--- config.mk ---
export PLATFORM = sky130hd
export DESIGN_NAME = rr_grant_arbiter8
export DESIGN_NICKNAME = d
export VERILOG_FILES = /design/src/rtl/rr_grant_arbiter8.sv
export SDC_FILE = /design/constraint.sdc
export NUM_CORES = 1
export LEC_CHECK = 0
export CORE_MARGIN = 2
export CORE_UTILIZATION = 50
export CTS_BUF_LIST = sky130_fd_sc_hd__clkbuf_8
export DETAILED_ROUTE_END_ITERATION = 6
export GPL_ROUTABILITY_DRIVEN = 0
export PLACE_DENSITY = 0.7
export SLEW_MARGIN = 5
export SYNTH_ARGS = -nofsm -noshare
export SYNTH_HDL_FRONTEND = slang
export SYNTH_SLANG_ARGS = --single-unit
--- constraint.sdc ---
create_clock -name clk -period 6.7 [get_ports clk]
set_input_delay 1.34 -clock clk [delete_from_list [all_inputs] [get_ports clk]]
set_output_delay 1.34 -clock clk [all_outputs]
set_load 0.05 [all_outputs]
--- src/rtl/rr_grant_arbiter8.sv ---
// rr_grant_arbiter8
// Round-robin arbiter sharing one resource among 8 requesters.
// Registered one-hot grant plus binary owner index. A grant is held while
// its owner keeps requesting, optionally bounded to MAX_HOLD cycles
// (MAX_HOLD = 0 means unlimited). One idle cycle always separates grants.
//
// Optional build macro ARB_GRANT_COUNT_EN adds a 16-bit wrapping grant
// counter (output grant_count) with a synchronous clear (input count_clr).
module rr_grant_arbiter8 #(
  parameter int MAX_HOLD = 16,
  parameter int CNT_W    = 5
) (
  input  logic       clk,
  input  logic       rst,
  input  logic       en,
  input  logic [7:0] req,
  output logic [7:0] gnt,
  output logic [2:0] gnt_idx,
  output logic       gnt_vld,
  output logic       expired
`ifdef ARB_GRANT_COUNT_EN
  ,
  input  logic        count_clr,
  output logic [15:0] grant_count
`endif
);

  typedef enum logic {
    S_IDLE  = 1'b0,
    S_GRANT = 1'b1
  } state_t;

  // Hold counter value seen on the edge where the grant has been visible
  // MAX_HOLD cycles; only meaningful when the hold limit is enabled.
  localparam logic [CNT_W-1:0] HOLD_LAST    = (MAX_HOLD == 0) ? '0 : CNT_W'(MAX_HOLD - 1);
  localparam bit               HOLD_LIMITED = (MAX_HOLD != 0);

  // Returns {found, index}: first set request bit scanning ptr, ptr+1, ...
  // ptr+7 modulo 8. The downward loop lets the lowest offset win.
  function automatic logic [3:0] rr_pick(input logic [7:0] req_i, input logic [2:0] ptr_i);
    logic [3:0] res;
    logic [2:0] idx;
    res = '0;
    for (int k = 7; k >= 0; k--) begin
      idx = ptr_i + 3'(k);
      if (req_i[idx]) res = {1'b1, idx};
    end
    return res;
  endfunction

  state_t           r_state;
  logic [2:0]       r_ptr;
  logic [CNT_W-1:0] r_hold_cnt;
  logic [7:0]       r_gnt;
  logic [2:0]       r_gnt_idx;
  logic             r_gnt_vld;
  logic             r_expired;

  state_t           w_state_nxt;
  logic [2:0]       w_ptr_nxt;
  logic [CNT_W-1:0] w_hold_nxt;
  logic [7:0]       w_gnt_nxt;
  logic [2:0]       w_idx_nxt;
  logic             w_vld_nxt;
  logic             w_exp_nxt;

  logic [3:0]       w_pick;
  logic             w_pick_vld;
  logic [2:0]       w_pick_idx;
  logic             w_owner_req;
  logic             w_hold_hit;

  assign w_pick      = rr_pick(req, r_ptr);
  assign w_pick_vld  = w_pick[3];
  assign w_pick_idx  = w_pick[2:0];
  assign w_owner_req = req[r_gnt_idx];
  assign w_hold_hit  = HOLD_LIMITED && (r_hold_cnt == HOLD_LAST);

  // Next-state and next-output decode for the IDLE/GRANT machine.
  always_comb begin
    w_state_nxt = r_state;
    w_ptr_nxt   = r_ptr;
    w_hold_nxt  = r_hold_cnt;
    w_gnt_nxt   = r_gnt;
    w_idx_nxt   = r_gnt_idx;
    w_vld_nxt   = r_gnt_vld;
    w_exp_nxt   = 1'b0;
    case (r_state)
      S_IDLE: begin
        if (en && w_pick_vld) begin
          w_state_nxt = S_GRANT;
          w_gnt_nxt   = 8'd1 << w_pick_idx;
          w_idx_nxt   = w_pick_idx;
          w_vld_nxt   = 1'b1;
          // Move past the new owner so it becomes lowest priority next time.
          w_ptr_nxt   = w_pick_idx + 3'd1;
          w_hold_nxt  = '0;
        end
      end
      S_GRANT: begin
        if (r_hold_cnt != {CNT_W{1'b1}}) w_hold_nxt = r_hold_cnt + 1'b1;
        if (!w_owner_req || !en) begin
          // Owner drop or disable takes precedence over a timeout on the
          // same edge, so expired stays low in that case.
          w_state_nxt = S_IDLE;
          w_gnt_nxt   = '0;
          w_vld_nxt   = 1'b0;
        end else if (w_hold_hit) begin
          w_state_nxt = S_IDLE;
          w_gnt_nxt   = '0;
          w_vld_nxt   = 1'b0;
          w_exp_nxt   = 1'b1;
        end
      end
      default: begin
        w_state_nxt = S_IDLE;
        w_gnt_nxt   = '0;
        w_vld_nxt   = 1'b0;
      end
    endcase
  end

  // State and registered outputs; reset clears a live grant without a clock.
  always_ff @(posedge clk or posedge rst) begin
    if (rst) begin
      r_state    <= S_IDLE;
      r_ptr      <= '0;
      r_hold_cnt <= '0;
      r_gnt      <= '0;
      r_gnt_idx  <= '0;
      r_gnt_vld  <= 1'b0;
      r_expired  <= 1'b0;
    end else begin
      r_state    <= w_state_nxt;
      r_ptr      <= w_ptr_nxt;
      r_hold_cnt <= w_hold_nxt;
      r_gnt      <= w_gnt_nxt;
      r_gnt_idx  <= w_idx_nxt;
      r_gnt_vld  <= w_vld_nxt;
      r_expired  <= w_exp_nxt;
    end
  end

  assign gnt     = r_gnt;
  assign gnt_idx = r_gnt_idx;
  assign gnt_vld = r_gnt_vld;
  assign expired = r_expired;

`ifdef ARB_GRANT_COUNT_EN
  logic [15:0] r_grant_count;
  logic        w_start;

  assign w_start = (r_state == S_IDLE) && (w_state_nxt == S_GRANT);

  // Counts IDLE->GRANT transitions; clear wins over increment, wraps at 16 bits.
  always_ff @(posedge clk or posedge rst) begin
    if (rst) begin
      r_grant_count <= '0;
    end else if (count_clr) begin
      r_grant_count <= '0;
    end else if (w_start) begin
      r_grant_count <= r_grant_count + 16'd1;
    end
  end

  assign grant_count = r_grant_count;
`endif

endmodule
-- After elaboration in Yosys (flattened, before gate mapping)
Index checks and enable logic that the tools add are counted.
- register bits after elaboration: 22
- latch bits: 0
- bits in writable memories: 0
- ROM bits: 0
- input bits: 11
- output and inout bits: 13
- logic and storage cells: 83
- memories kept: 0
- add/subtract/negate cells: 9
- $mul: 0
- div/mod/pow operators: 0
- magnitude comparators: 9
- equality and inequality tests: 5
- shifts and indexed selects: 1
- muxes and demuxes: 44
- bitwise logic cells: 1
- reduce and logical (&&, ||, !) cells: 7
- operators with widths (kind ; number):
    less-than comparator 3 x 4 -> 1 bit, second input constant ; 9
    2-to-1 mux 4 bit ; 8
    binary-select mux 1 bit (select 3 bit) ; 9
    2-to-1 mux 8 bit ; 3
    2-to-1 mux 1 bit ; 18
    case mux 8 bit (2 select lines) ; 1
    adder 3 bit, second input constant ; 4
    2-to-1 mux 5 bit ; 2
    case mux 5 bit (2 select lines) ; 1
    << shifter 1 x 3 -> 8 bit, first input constant ; 1
    adder 3 x 1 -> 3 bit, second input constant ; 2
    adder 3 x 2 -> 3 bit, second input constant ; 2
    AND reduction 2 bit ; 3
    adder 5 x 1 -> 5 bit, second input constant ; 1
    equality test 5 x 4 -> 1 bit, second input constant ; 1
    != test 5 bit, second input constant ; 1
    case mux 1 bit (2 select lines) ; 2
    != test 3 x 1 -> 1 bit, second input constant ; 1
    logical NOT 1 bit ; 2
    != test 2 x 1 -> 1 bit, second input constant ; 1
    != test 2 bit, second input constant ; 1
    logical AND 1 bit ; 1
    logical OR 1 bit ; 1
    inverter 1 bit ; 1

-- Longest topological paths before layout
Gate-level depths: netlist of the first run.
- depth after elaboration: 14
- mapped depth: 15
- depth with buffers taken out: 12

-- Worst setup path before layout of the first run
OpenSTA, ideal clock, no wires.
- kind: input port to flip-flop
- start: in req[5]
- end: reg r_ptr[2]
- setup time: 134 ps
- arrival: 3582 ps
- data required time: 6566 ps
- slack: 2985 ps
- cell stages on the path: 11
- buffers on the path: 1
- cells stage by stage: mux4_2 mux2i_4 nor2_1 or4_1 or3_1 and2_4 buf_6 nor2_1 ha_1 nand2_1 o21ai_0
- word-level cells in the longest chain between the ends: 12
- elaborated cells between the ends (all ways): 27
- those cells by class: add/sub: 1; mux: 24; reduce/logical: 2
- RTL lines (element ; RTL line ; RTL):
    from (decl) ; 16 ; input logic [7:0] req,
    binary-select mux 1 bit (select 3 bit) ; 46 ; if (req_i[idx]) res = {1'b1, idx};
    2-to-1 mux 1 bit (implied by the code) ; 46 ;
    2-to-1 mux 4 bit (7 in series) ; 46 ;
    2-to-1 mux 4 bit * ; 46 ;
    parallel branches: the longest is 2 deep, another holds adder 3 x 1 -> 3 bit ; - ;
    to (signal assigned) ; 135 ; r_ptr <= w_ptr_nxt;
    to (decl) ; 52 ; logic [2:0] r_ptr;
Mark *: on every way between the ends. The select of a mux whose other input is x is not followed.
A chain may end at the register's enable or synchronous reset.

-- Final worst setup path of the first run
- start: reg r_ptr[0]
- end: reg r_ptr[2]
- word-level cells in the longest chain between the ends: 13
- elaborated cells between the ends (all ways): 34
- those cells by class: add/sub: 8; mux: 24; reduce/logical: 2
- RTL lines (element ; RTL line ; RTL):
    adder 3 bit ; 45 ; idx = ptr_i + 3'(k);
    binary-select mux 1 bit (select 3 bit) ; 46 ;
    2-to-1 mux 1 bit (implied by the code) ; 46 ;
    2-to-1 mux 4 bit (7 in series) ; 46 ;
    2-to-1 mux 4 bit * ; 46 ;
    parallel branches: the longest is 2 deep, another holds adder 3 x 1 -> 3 bit ; - ;
Marks and branches as above.

==> results of run 1 <==
-- cells by family (layout without fill, tap and decap cells) --
logic type / count (synthesis) / in the layout / synth area share, %
flip-flops: 22 / 22 / 27.3
AO/OA/AOI/OAI: 46 / 46 / 18.0
XOR/XNOR: 4 / 4 / 3.04
adder cells (fa/ha/maj): 8 / 8 / 4.96
buffers and inverters: 20 / 38 / 7.01
AND/OR/NAND/NOR: 63 / 63 / 15.0
multiplexers: 34 / 34 / 24.8
-- placed cells by master (no fill, tap or decap), types with 3 or more instances in the layout --
master / count
mux2_2: 6
nand2_1: 18
o21ai_0: 11
a221oi_1: 3
clkbuf_8: 3
mux4_2: 7
nand3_1: 10
inv_1: 11
ha_1: 8
mux4_1: 3
a21oi_1: 6
nor2_1: 16
mux2i_1: 15
clkdlybuf4s50_1: 23
dfrtp_1: 22
and3_1: 4
-- area by class of cell --
cell class | count | area (um^2) | share of cell area, %
clock buffers | 3 | 41.3 | 1.81
clock inverters | 1 | 30.0 | 1.32
inverters | 11 | 41.3 | 1.81
multi-input cells | 155 | 1330 | 58.1
flip-flops and latches | 22 | 551 | 24.1
well taps | 50 | 62.6 | 2.74
repair buffers | 23 | 230 | 10.1
-- worst register-to-register path, delay by kind of cell (launching register included) --
| family | cells | cell delay, ns |
|---|---|---|
| buffers and inverters | 1 | 0.31 |
| flip-flops | 1 | 0.73 |
| AO/OA/AOI/OAI | 1 | 0.09 |
| adder cells (fa/ha/maj) | 2 | 0.92 |
| multiplexers | 3 | 0.80 |
| AND/OR/NAND/NOR | 5 | 1.27 |
-- sequential cells by signal, indices dropped and copies added, names as in the netlist --
signal,cells
r_state,1
r_hold_cnt,5
expired,1
r_ptr,3
gnt_idx,3
gnt,8
gnt_vld,1
-- stage by stage --
stage	cells	instance area, um^2	hold slack (ns)	worst slack [ns]	util (%)
after floorplan	197	2020	0.466	2.98	-
after global placement	261	2210	0.465	2.36	56.0
after detailed placement	261	2210	0.469	2.33	56.0
after CTS	265	2280	0.491	2.44	57.9
after global routing	265	2280	0.519	2.14	57.9
final	265	2280	0.494	2.45	57.9
-- final timing paths --
| kind | from | end | slack, ns |
|---|---|---|---|
| max | r_ptr[0] | r_ptr[2] | 2.45 |
| min in group asynchronous | rst | r_hold_cnt[2] | 1.53 |
| max reg2reg | r_ptr[0] | r_ptr[2] | 2.45 |
| min reg2reg | gnt_vld | gnt_vld | 0.49 |
| min | gnt_vld | gnt_vld | 0.49 |
| max in group asynchronous | rst | r_ptr[0] | 4.65 |
-- layer usage --
metal  vias up  track usage [%]  wire [um]
li1        785                -          -
met1       831             32.0       2130
met2        45             40.0       2480
met3         4             1.83        218
met4         0             7.14         48
met5         -                0          0
==> impl_metrics.csv, run 1 <==
group,metric,value,unit
critical_path,worstSetupPathType,"flop to flop",
sta,rsz0062_at_grt,"no",
critical_path,cp.arrival,4.37,ns
placed_design,place_hpwl,3.61,mm
sta,relSlewSlack,44.4,%
clock_tree,cts_resized,0,
clock_tree,htreeDepth,1,
drt,drt_iter0_markers,145,
critical_path,critPathMaxFanout,16,
yosys,synthArstFlopShare,100,%
critical_path,end_kind,"flop",
yosys,netlist_instances,197,
grt,grt_overflow,0,
drt,wirelength,4.87,mm
floorplan,die_w,67.5,um
sta,slew_viol_final,0,
sta,fin_crit,4.25,ns
sta,worst_pin_slew,0.833,ns
finish,nFillCells,324,
critical_path,path_buf_inv,1,
placed_design,portBuffers,23,
yosys,synth-edff-count,0,
critical_path,cpMaxStageDelayCell,"dfrtp_1",
clock_tree,cts.clk_slew.worst_paths,0.09,ns
grt,antenna_found_initial,0,
sta,fin_crit_sh,63.4,%
drt,first_pass_iters,4,
flow_run,max-cap-violations,0,
yosys,synth_top_flop_cell,"dfrtp_1",
yosys,yosysMostFrequentCell,"dfrtp_1",
yosys,netlist_area,2020,um^2
drt,avgRoutedWirePerCell,18.4,um
floorplan,dieArea,4560,um^2
critical_path,required,6.82,ns
grt,grt_pass1_wl,8.13,mm
min_path,worstHoldPathCells,1,
status,outcome,"complete, no violations",
floorplan,coreArea,3940,um^2
drt,vias,1665,
finish,syn_to_final_growth,13.1,%
yosys,ys_top_cells_by_count,"dfrtp_1, nand2_1, nor2_1",
yosys,ys_types,58,
floorplan,row_count,23,
clock_tree,numCtsBuffers,3,
floorplan,die_h,67.5,um
grt,grt_pass1_vias,1645,
sta,skew,0.0121,ns
yosys,yosysTopAreaCellShare,27.3,%
critical_path,path_cells,"inv_1 -> ha_1 -> mux2i_1 -> mux2i_1 -> mux2_2 -> or4_1 -> or3_1 -> and2_4 -> nor2_1 -> ha_1 -> nand2_1 -> o21ai_0",
grt,track_usage,23.5,%
clock_tree,clockRootBuffer,"clkbuf_8",
critical_path,critPathTopFamily,"simple AND/OR/NAND/NOR gates",
sta,max_freq,0.235,GHz
clock_tree,cts.sinks,22,
floorplan,floorplan.initialDensity,51.2,%
clock_tree,clock_path_buffers,2,
yosys,ys_seq_elements,22,
critical_path,critPathMaxStageDelay,0.73,ns
sta,setup_viol,0,
drt,post_drt_via_cell_ratio,6.28,
finish,final_nets,235,
clock_tree,cts_hold_buffers,0,
critical_path,cp-start-kind,"flop",
yosys,synth_area_leader_cell,"dfrtp_1",
drt,detail-route-antenna-nets,0,
yosys,synthTopCellsByArea,"dfrtp_1, mux4_2, mux2i_1, ha_1, mux4_1",
floorplan,num_io_pins,24,
critical_path,cp.depth,12,
grt,grt_max_degree,23,
min_path,hold_path.class,"flop to flop",
critical_path,ff2ff_path_depth,12,
clock_tree,cts_tree,"done",
sta,hold_viol_final,0,
drt,remaining_drc_errors,0,
yosys,synth.avg_cell_area,10.2,um^2
yosys,ys_seq_area_share,27.3,%
sta,setup_tns,0,ns
clock_tree,clock_latency,0.26,ns
yosys,yosys_warnings,0,
finish,drive_gt1_share,13.0,%
clock_tree,cts_setup_buffers,0,
finish,diodes,0,
yosys,synthesis.nets,216,
Power of run 1 is left out: the tool's default activity adds up to more than one toggle a clock period on the data nets, which glitch-free logic cannot reach.
==> inputs of run 2 (changes only) <==
Clock period 6.7 ns to 4.3 ns, I/O delays scaled along.
==> impl_metrics.csv, run 2 (synthesized netlist as in run 1, its figures left out) <==
group,metric,value,unit
status,outcome,"complete, no violations",
sta,hold_viol_final,0,
drt,vias,1721,
finish,diodes,0,
critical_path,cp-start-kind,"flop",
drt,detail-route-antenna-nets,0,
floorplan,coreArea,3940,um^2
grt,antenna_found_initial,0,
drt,first_pass_iters,4,
finish,final_cell_mix,"clkdlybuf4s50_1, dfrtp_1, nand2_1",
grt,grt_overflow,0,
clock_tree,cts_hold_buffers,0,
placed_design,place_hpwl,3.67,mm
critical_path,critPathMaxStageDelay,0.66,ns
sta,max_freq,0.264,GHz
drt,post_drt_via_cell_ratio,6.42,
drt,wl_met2,2.38,mm
critical_path,critPathTopFamily,"simple AND/OR/NAND/NOR gates",
floorplan,row_count,23,
drt,drt_iter0_markers,151,
critical_path,cpMaxStageDelayCell,"ha_1",
placed_design,dp.cells,264,
finish,final_nets,238,
critical_path,rrSetupSlack,0.52,ns
sta,setup_viol,0,
min_path,hold_path.class,"flop to flop",
finish,largest_register_ffs,8,
sta,relSlewSlack,44.9,%
sta,slew_viol_final,0,
clock_tree,numCtsBuffers,3,
clock_tree,clock_path_buffers,2,
floorplan,die_h,67.5,um
critical_path,path_buf_inv,1,
clock_tree,clockRootBuffer,"clkbuf_8",
critical_path,critPathMaxFanout,12,
critical_path,path_cells,"inv_1 -> ha_1 -> mux2i_1 -> mux2i_1 -> mux2_2 -> or4_1 -> or3_1 -> and2_4 -> nor2_1 -> ha_1 -> nand2_1 -> o21ai_0",
drt,dr_wl_met3,257,um
critical_path,required,4.42,ns
critical_path,worstSetupPathType,"flop to flop",
sta,skew,0.0103,ns
clock_tree,cts_tree,"done",
grt,grt_pass1_vias,1597,
finish,drive_gt1_share,14.2,%
sta,worst_pin_slew,0.825,ns
drt,wl_met1,2.04,mm
clock_tree,cts.clk_slew.worst_paths,0.09,ns
sta,fin_crit_sh,87.9,%
grt,track_usage,23.0,%
grt,grt_max_degree,23,
sta,fin_crit,3.78,ns
clock_tree,cts_setup_buffers,0,
clock_tree,cts.sinks,22,
drt,avgRoutedWirePerCell,18.0,um
clock_tree,cts_resized,0,
critical_path,cp.arrival,3.90,ns
flow_run,max-cap-violations,0,
floorplan,num_io_pins,24,
floorplan,floorplan.initialDensity,51.2,%
drt,top_layer_used,"met4",
placed_design,portBuffers,23,
drt,wirelength,4.81,mm
floorplan,die_w,67.5,um
finish,layout_commonest_cell,"clkdlybuf4s50_1",
grt,grt_pass1_wl,7.87,mm
clock_tree,htreeDepth,1,
finish,fin_cells,268,
critical_path,end_kind,"flop",
drt,remaining_drc_errors,0,
floorplan,dieArea,4560,um^2
finish,syn_to_final_growth,14.2,%
clock_tree,clock_latency,0.27,ns
sta,setup_tns,0,ns
sta,rsz0062_at_grt,"no",
run 2: layout make-up:
cell class,count,area (um^2)
clock inverter,1,30.0
fill,327,1640
clock buffer,3,41.3
inverter,11,41.3
tap,50,62.6
multi-input combinational,155,1330
timing repair buffer,26,253
sequential,22,551
run 2: worst register-to-register path: cells and delay by family, from the launching register on:
family                   cells  cell delay [ns]
multiplexers                 3             0.86
buffers and inverters        1             0.15
adder cells (fa/ha/maj)      2             0.89
AO/OA/AOI/OAI                1             0.10
AND/OR/NAND/NOR              5             1.28
flip-flops                   1             0.35
run 2: routing by layer:
layer / track usage [%] / vias to the layer above
met1: 30.6 / 853
met4: 9.18 / 0
met3: 2.83 / 14
met2: 38.0 / 58
met5: 0 / -
li1: - / 796
run 2: path summary, 6_finish.rpt:
path / depth (start not counted) / to / startpoint
min in group asynchronous: 2 / r_hold_cnt[1] / rst
worst min register to register: 1 / gnt_vld / gnt_vld
worst max register to register: 12 / r_ptr[2] / r_ptr[0]
worst min-delay path: 1 / gnt_vld / gnt_vld
worst max-delay path: 12 / r_ptr[2] / r_ptr[0]
max in group asynchronous: 2 / gnt_idx[0] / rst
run 2: stage by stage:
stage | hold WS (ns) | util (%) | setup slack (ns) | instance area (um^2)
after floorplan | 0.466 | - | 0.839 | 2020
after global placement | 0.466 | 56.6 | 0.482 | 2230
after detailed placement | 0.465 | 56.6 | 0.420 | 2230
after CTS | 0.491 | 58.4 | 0.557 | 2300
after global routing | 0.525 | 58.4 | 0.278 | 2300
final | 0.485 | 58.4 | 0.519 | 2300
Power of run 2 is left out for the same reason.
==> inputs of run 3 (changes only) <==
Settings changed: CAP_MARGIN from default to 20.
==> results of run 3 <==
Final layout, timing and power as in run 2 (identical DEF).
Power of run 3 is left out for the same reason.
